==> src/rtl/psm_pkg.sv <==
`default_nettype none
// +----------------------------------------------------------------+
// | psm_pkg : shared types and constants for the pseudo-softmax    |
// | Revision: 1.0                                                  |
// +----------------------------------------------------------------+
package psm_pkg;

    typedef enum logic [1:0] {
        IDLE  = 2'd0,
        FIRST = 2'd1,
        ACCUM = 2'd2,
        DONE  = 2'd3
    } lse_state_t;

    localparam int             EXP_W       = 8;
    localparam logic [EXP_W-1:0] EXP_MAX   = 8'hFF;
    localparam int             LSE_MAX_LEN = 16;

endpackage

`default_nettype wire

==> src/rtl/lse_step.sv <==
`default_nettype none
// +----------------------------------------------------------------+
// | lse_step : pairwise log-sum-exp step, max(a,b) + (a==b), clamp |
// | Revision: 1.0                                                  |
// +----------------------------------------------------------------+
module lse_step
    import psm_pkg::*;
(
    input  logic [EXP_W-1:0] a,
    input  logic [EXP_W-1:0] b,
    output logic [EXP_W-1:0] y,
    output logic             sat
);

    logic [EXP_W:0]   w_diff;
    logic [EXP_W:0]   w_abs;
    logic [EXP_W:0]   w_corr;
    logic [EXP_W-1:0] w_max;
    logic [EXP_W:0]   w_sum;

    // Correction is 1 >> |a-b|, which is non-zero only for equal operands.
    assign w_diff = {1'b0, a} - {1'b0, b};
    assign w_abs  = w_diff[EXP_W] ? (~w_diff + 1'b1) : w_diff;
    assign w_corr = {{EXP_W{1'b0}}, 1'b1} >> w_abs;
    assign w_max  = (a > b) ? a : b;
    assign w_sum  = {1'b0, w_max} + w_corr;

    assign sat = w_sum[EXP_W];
    assign y   = sat ? EXP_MAX : w_sum[EXP_W-1:0];

endmodule

`default_nettype wire

==> src/rtl/lse_accum_seq.sv <==
`default_nettype none
// +----------------------------------------------------------------+
// | lse_accum_seq : streams exponents through lse_step, accumulates|
// | Revision: 1.0                                                  |
// +----------------------------------------------------------------+
module lse_accum_seq
    import psm_pkg::*;
#(
    parameter int LEN_W = 5
) (
    input  logic             clk,
    input  logic             rst_n,
    input  logic             start,
    input  logic [LEN_W-1:0] len,
    input  logic             in_valid,
    output logic             in_ready,
    input  logic [EXP_W-1:0] in_exp,
    output logic             out_valid,
    input  logic             out_ready,
    output logic [EXP_W-1:0] out_exp,
    output logic             out_sat,
    output logic             busy
);

    localparam logic [LEN_W-1:0] c_MAX_LEN = {1'b1, {(LEN_W-1){1'b0}}};
    localparam logic [LEN_W-1:0] c_ONE     = {{(LEN_W-1){1'b0}}, 1'b1};
    localparam logic [LEN_W-1:0] c_ZERO    = '0;

    lse_state_t       state_q, state_d;
    logic [EXP_W-1:0] acc_q, acc_d;
    logic [LEN_W-1:0] remain_q, remain_d;
    logic             sat_q, sat_d;

    logic [EXP_W-1:0] w_step_y;
    logic             w_step_sat;
    logic [LEN_W-1:0] w_len;
    logic             w_last;

    lse_step u_step (
        .a   (acc_q),
        .b   (in_exp),
        .y   (w_step_y),
        .sat (w_step_sat)
    );

    assign w_len  = (len > c_MAX_LEN) ? c_MAX_LEN : len;
    assign w_last = (remain_q == c_ONE);

    always_ff @(posedge clk or negedge rst_n) begin
        if (!rst_n) begin
            state_q  <= IDLE;
            acc_q    <= '0;
            remain_q <= '0;
            sat_q    <= 1'b0;
        end else begin
            state_q  <= state_d;
            acc_q    <= acc_d;
            remain_q <= remain_d;
            sat_q    <= sat_d;
        end
    end

    always_comb begin
        state_d  = state_q;
        acc_d    = acc_q;
        remain_d = remain_q;
        sat_d    = sat_q;
        case (state_q)
            IDLE: begin
                if (start) begin
                    sat_d = 1'b0;
                    if (w_len == c_ZERO) begin
                        acc_d   = '0;
                        state_d = DONE;
                    end else begin
                        remain_d = w_len;
                        state_d  = FIRST;
                    end
                end
            end
            FIRST: begin
                // The first element seeds the accumulator without a step.
                if (in_valid) begin
                    acc_d    = in_exp;
                    remain_d = remain_q - c_ONE;
                    state_d  = w_last ? DONE : ACCUM;
                end
            end
            ACCUM: begin
                if (in_valid) begin
                    acc_d    = w_step_y;
                    sat_d    = sat_q | w_step_sat;
                    remain_d = remain_q - c_ONE;
                    if (w_last) begin
                        state_d = DONE;
                    end
                end
            end
            DONE: begin
                if (out_ready) begin
                    state_d = IDLE;
                end
            end
            default: state_d = IDLE;
        endcase
    end

    assign in_ready  = (state_q == FIRST) || (state_q == ACCUM);
    assign out_valid = (state_q == DONE);
    assign busy      = (state_q != IDLE);
    assign out_exp   = acc_q;
    assign out_sat   = sat_q;

endmodule

`default_nettype wire
==> config.mk <==
export PLATFORM = sky130hd
export DESIGN_NAME = lse_accum_seq
export DESIGN_NICKNAME = d
export VERILOG_FILES = /design/src/rtl/psm_pkg.sv /design/src/rtl/lse_step.sv /design/src/rtl/lse_accum_seq.sv
export SDC_FILE = /design/constraint.sdc
export NUM_CORES = 1
export LEC_CHECK = 0
export ABC_AREA = 1
export CAP_MARGIN = 40
export CORE_UTILIZATION = 61
export CTS_BUF_LIST = sky130_fd_sc_hd__clkbuf_2 sky130_fd_sc_hd__clkbuf_4 sky130_fd_sc_hd__clkbuf_8
export CTS_CLUSTER_SIZE = 40
export DETAILED_ROUTE_END_ITERATION = 8
export PLACE_DENSITY = 0.89
export SYNTH_ARGS = -nofsm -noshare
export SYNTH_HDL_FRONTEND = slang
export SYNTH_SLANG_ARGS = --single-unit
==> constraint.sdc <==
create_clock -name clk -period 9.3 [get_ports clk]
set_input_delay 1.86 -clock clk [delete_from_list [all_inputs] [get_ports clk]]
set_output_delay 1.86 -clock clk [all_outputs]
set_load 0.05 [all_outputs]
==> After elaboration in Yosys (flattened, before gate mapping) <==
Cells that the tools add are included.
Widths: inputs -> output; s select.
{ "op_classes": {"n_reduce_logical": 12, "addsub": 4, "n_lt_le_gt_ge": 2, "shifts": 1, "bitwise_logic": 2, "n_mux": 24, "eq_ne": 12} }
{ "op_table": {"columns": ["cell", "n"], "rows": [
  ["$mux 8", 6],
  ["$pmux 8 s3", 1],
  ["$mux 5", 4],
  ["$mux 2", 6],
  ["$ne 2x2->1 const B", 6],
  ["$pmux 5 s2", 1],
  ["$reduce_and 5->1", 2],
  ["$add 8x9->9", 1],
  ["$add 9x1->9 const B", 1],
  ["$mux 9", 1],
  ["$not 9->9", 1],
  ["$shr 1x9->9 const A", 1],
  ["$sub 8x8->9", 1],
  ["$gt 8x8->1", 1],
  ["$pmux 2 s4", 1],
  ["$reduce_bool 2->1", 3],
  ["$eq 5x1->1 const B", 1],
  ["$gt 5x5->1 const B", 1],
  ["$logic_not 5->1", 1],
  ["$sub 5x1->5 const B", 1],
  ["$eq 2x2->1 const B", 2],
  ["$ne 2x1->1 const B", 2],
  ["$reduce_and 4->1", 1],
  ["$mux 1", 3],
  ["other kinds (8)", 8]
]} }
{ "word_totals": {"reg_bits": 16, "inputBits": 18, "wordCells": 61, "output_inout_bits": 12} }

==> Logic depth before layout (Yosys ltp) <==
{ "depth": {"depth_word": 9, "ltp_mapped": 23, "mapped_depth_nobuf": 23} }

==> Hierarchy <==
A second synthesis with hierarchy kept.
{ "hier_totals": {"cells_unflattened": 334, "area_unflattened_um2": 2067.0} }
{ "by_module_without_submodules": {"columns": ["mod", "cells_each", "n_inst", "seq_area_each_um2", "area_per_inst_um2"], "rows": [
  ["lse_accum_seq", 167, 1, 400.4, 1143.6],
  ["lse_step", 167, 1, 0.0, 923.4]
]} }

==> Worst setup path before layout <==
Ideal clock, no wire load.
{ "synth_path": {"kind": "input to register", "start": "input port in_exp[0]", "end": "register acc_q[4], in the netlist out_exp[4]", "t_required_ps": 9182, "arrival_ps": 4410, "stages": 21, "n_path_buf": 0, "slack_ps": 4772, "setup_time_ps": 118, "cell_sequence": "ha_1 inv_2 fa_1 nand2_1 nand2_1 a21oi_1 nor3_1 nor3b_1 nand3_1 nor2_1 nand4_1 a21oi_1 ha_1 ha_1 nand2_4 nor2_8 o21ai_1 o211ai_1 o21ai_1 nand2_1 nand2_1"} }
{ "synth_via": {"elab_chain_cells": 9, "word_cells_on_any_way": 11, "cone_classes": "add/sub (3); order compare (1); shift (1); mux (5); bitwise (1)"} }
{ "synth_lines": {"columns": ["element", "line", "source"], "rows": [
  ["from (decl)", "lse_accum_seq.sv:17", "input logic [EXP_W-1:0] in_exp,"],
  ["$sub 8x8->9", "lse_step.sv:22", "assign w_diff = {1'b0, a} - {1'b0, b};"],
  ["$not 9->9", "lse_step.sv:23", "assign w_abs = w_diff[EXP_W] ? (~w_diff + 1'b1) : w_diff;"],
  ["$add 9x1->9", "lse_step.sv:23", null],
  ["$mux 9", "lse_step.sv:23", null],
  ["$shr 1x9->9", "lse_step.sv:24", "assign w_corr = {{EXP_W{1'b0}}, 1'b1} >> w_abs;"],
  ["$add 8x9->9 *", "lse_step.sv:26", "assign w_sum = {1'b0, w_max} + w_corr;"],
  ["$mux 8 *", "lse_step.sv:29", "assign y = sat ? EXP_MAX : w_sum[EXP_W-1:0];"],
  ["$mux 8 *", "lse_accum_seq.sv:90", "if (in_valid) begin"],
  ["$pmux 8 s3 *", "lse_accum_seq.sv:68", "case (state_q)"],
  ["to (signal assigned)", "lse_accum_seq.sv:52", "acc_q <= '0;"],
  ["to (signal assigned)", "lse_accum_seq.sv:57", "acc_q <= acc_d;"],
  ["to (decl)", "lse_accum_seq.sv:30", "logic [EXP_W-1:0] acc_q, acc_d;"]
]} }
Every way passes the cells marked *; elsewhere a longest branch is shown, timed or not. The select of a mux whose other input is x is not followed.
A chain may end at the register's enable or synchronous reset.

==> Worst setup path in the final report <==
{ "layout_path": {"start": "input port in_exp[0]", "end": "register acc_q[3], in the netlist out_exp[3]"} }
Same word-level chain as after synthesis.

==> summary.md <==
| Metric | Value |
|---|---|
| Status | finished, final reports clean |
| Final worst-path cycle share | 55.0% |
| Fin. max-slew vios | 0 |
| Worst-margin pin slew | 0.744 ns |
| Maximum fanout along the worst path | 4 |
| IO Count | 30 |
| Synthesized area | 1950 sq um |
| Critical Path End Type | flip-flop |
| Gr ovfl total | 0 |
| Final setup violation count | 0 |
| Global Route Usage Sum | 28.2% |
| Critical Path Source Type | primary input |
| TritonCTS clock tree | built |
| Post-route DRC | 0 |
| Crit-path max cell delay | 0.51 ns |
| Seq/Total Area, Yosys | 20.5% |
| Synthesis-stage register bit count | 16 |
| Final nets | 341 |
| Worst Path Required | 9.55 ns |
| Mapped Nets | 309 |
| Max Cap Viol | 0 |
| WP buf/inv | 2 |
| Port Buffer Count | 29 |
| Post-synth top area cell | dfrtp_1 |
| Final Hold Viols | 0 |
| CP most frequent cell | nand2_1 |
| Minimum hold slack | 0.560 ns |
| Post-Place Cells | 343 |
| R2r setup slk | 5.76 ns |
| Die width | 58.6 microns |
| Min Tclk post-route | 5.12 ns |
| P&R area growth vs syn | 19.0% |
| Distinct cells, synth | 41 |
| WL/cell | 12.8 microns |
| Top-area cell type share of the netlist area | 20.5% |
| Reg clk slew, reported paths | 0.11 ns |
| CP Class | primary input to flip-flop |
| RSZ-0062 raised after global routing | false |
| Drt total wl | 4440 microns |
| Hold Path Class | flip-flop to flip-flop |
| Root Buffer | clkbuf_4 |
| Setup bufs post-CTS | 0 |
| Main area contributors after synthesis | dfrtp_1, nand2_1, ha_1 |
| Die area | 3430 sq um |
| Die Y | 58.6 microns |
| YS warnings | 0 |
| Remaining antenna violation count after routing | 0 |
| Most frequent cell after synthesis | nand2_1 |
| Avg Inst Size Synth | 7.19 sq um |
| Lkg Pwr | 1.16 nW |
| Slowest cell on crit path | clkdlybuf4s50_1 |
| First-pass DRT Iterations | 4 |
| Drt first-iter violations | 117 |
| FFs w/ async S/R, synth | 100% |
| Ys flop type | dfrtp_1 |
| Largest net degree at the start of global routing | 17 |
| Vias after detailed routing | 1877 |
| EDFF count, synth | 0 |
| Peak supply drop | 0.183 mV |
| Setup TNS | 0 ns |
| CP delay by family, top | simple AND/OR/NAND/NOR gates |
| Vias/cell | 5.41 |
| PostCTS Resize Cnt | 0 |
| Max_slew headroom | 50.2% |
| Crit-path cells | clkdlybuf4s50_1 > ha_1 > inv_2 > fa_1 > nand2_1 > nand2_1 > a21oi_1 > nor3_1 > nor3b_1 > nand3_1 > nor2_1 > nand4_1 > a21oi_1 > ha_1 > ha_1 > nand2_4 > nor2_8 > nand2_4 > nand3_1 > nand2_1 > o21ai_1 > nand2_1 > nand2_1 |
| Core area | 3050 sq um |
| Inserted Clock Buffers | 3 |
| Antenna violations before repair | 0 |
| PwrDens | 263 nW/um^2 |
| First-pass GRT wire length | 7490 microns |
| Peak Freq | 195 MHz |
| Row count | 20 |
| Initial core utilization | 64.0% |
| GP Congestion | 0.892 |
| Worst EP arrival | 5.36 ns |
| Hpwl dp | 3460 microns |
| Antenna cells | 0 |
| Post-synth top cells | nand2_1, inv_1, ha_1 |
| Vias in the first global route | 1674 |
| Cells after Synth | 272 |
| Clock buffer depth | 2 |
| Layout cells sized above 1 | 15.8% |
| H-tree depth | 1 |
| Hold buffers post-CTS | 0 |
| Cell Count, Final, Fillers Out | 347 |
| Insertion delay to the later sink of the worst-skew pair | 0.30 ns |
| Setup Skew | 0.0123 ns |
| Clock Sinks | 16 |
report_power, final:
part           leakage [nW]  internal (mW)  switching [mW]
Sequential            0.209         0.0937          0.0221
Combinational         0.929          0.153           0.295
Clock                0.0210         0.0239          0.0241
cell type report:
type | count | area, sq um
Clock buffer | 4 | 36.3
Sequential cell | 16 | 400
Tap cell | 44 | 55.1
Fill cell | 234 | 728
Timing Repair Buffer | 29 | 290
Inverter | 35 | 134
Multi-Input combinational cell | 219 | 1410
through the flow:
step	utilization (%)	total power [mW]	area, sq um	setup WS [ns]
finish	76.1	0.612	2320	4.18
global placement	75.0	0.544	2290	3.92
CTS	76.1	0.608	2320	4.19
floorplan	-	0.453	1950	4.77
global route	76.1	0.667	2320	3.85
detailed placement	75.0	0.554	2290	3.88
per-layer routing:
layer | vias up | track usage (%) | part of all wire [%]
met4 | 0 | 6.12 | 1.6
met2 | 52 | 44.5 | 46
met5 | - | 0 | 0
met3 | 11 | 4.40 | 4.6
met1 | 857 | 40.8 | 47
li1 | 957 | - | -
state kept, by name, indices dropped and copies added, names as in the netlist:
signal and flops:
out_exp 8, out_sat 1, remain_q 5, state_q 2
cell families (layout without fill, tap and decap cells):
logic type | Yosys count | after routing | share of synthesized area (%)
AOI/OAI and AO/OA | 48 | 48 | 14.3
xor gates and xnor gates | 10 | 10 | 4.48
adders and majority gates | 19 | 19 | 12.5
buffers and inverters | 37 | 68 | 7.43
DFF | 16 | 16 | 20.5
and+or+nand+nor | 142 | 142 | 40.7
layout by cell type (no fill, tap or decap), drive strengths merged, types with 2 or more instances in the layout:
cell,instances
inv,34
o21ai,24
dfrtp,16
o22ai,2
nand3b,4
nand2,89
nor2,21
clkdlybuf4s50,29
xnor2,4
o21bai,2
or2,2
o211ai,4
xor2,6
a21oi,12
clkbuf,4
ha,18
nand3,21
path summary, 6_finish.rpt:
check	end	from	cells after the start
setup / recovery	out_exp[3]	in_exp[0]	23
hold / removal	out_exp[0]	out_exp[0]	2
setup reg to reg	out_exp[3]	out_exp[0]	23
hold reg to reg	out_exp[0]	out_exp[0]	2
max in group asynchronous	remain_q[2]	rst_n	1
min in group asynchronous	state_q[1]	rst_n	1
worst min-delay path, cell delays in order (launching register included):
cell and delay, ns:
dfrtp_1 0.41, nand2_1 0.07, nand2_1 0.06
Note: power is estimated with default switching activity, not from simulation.
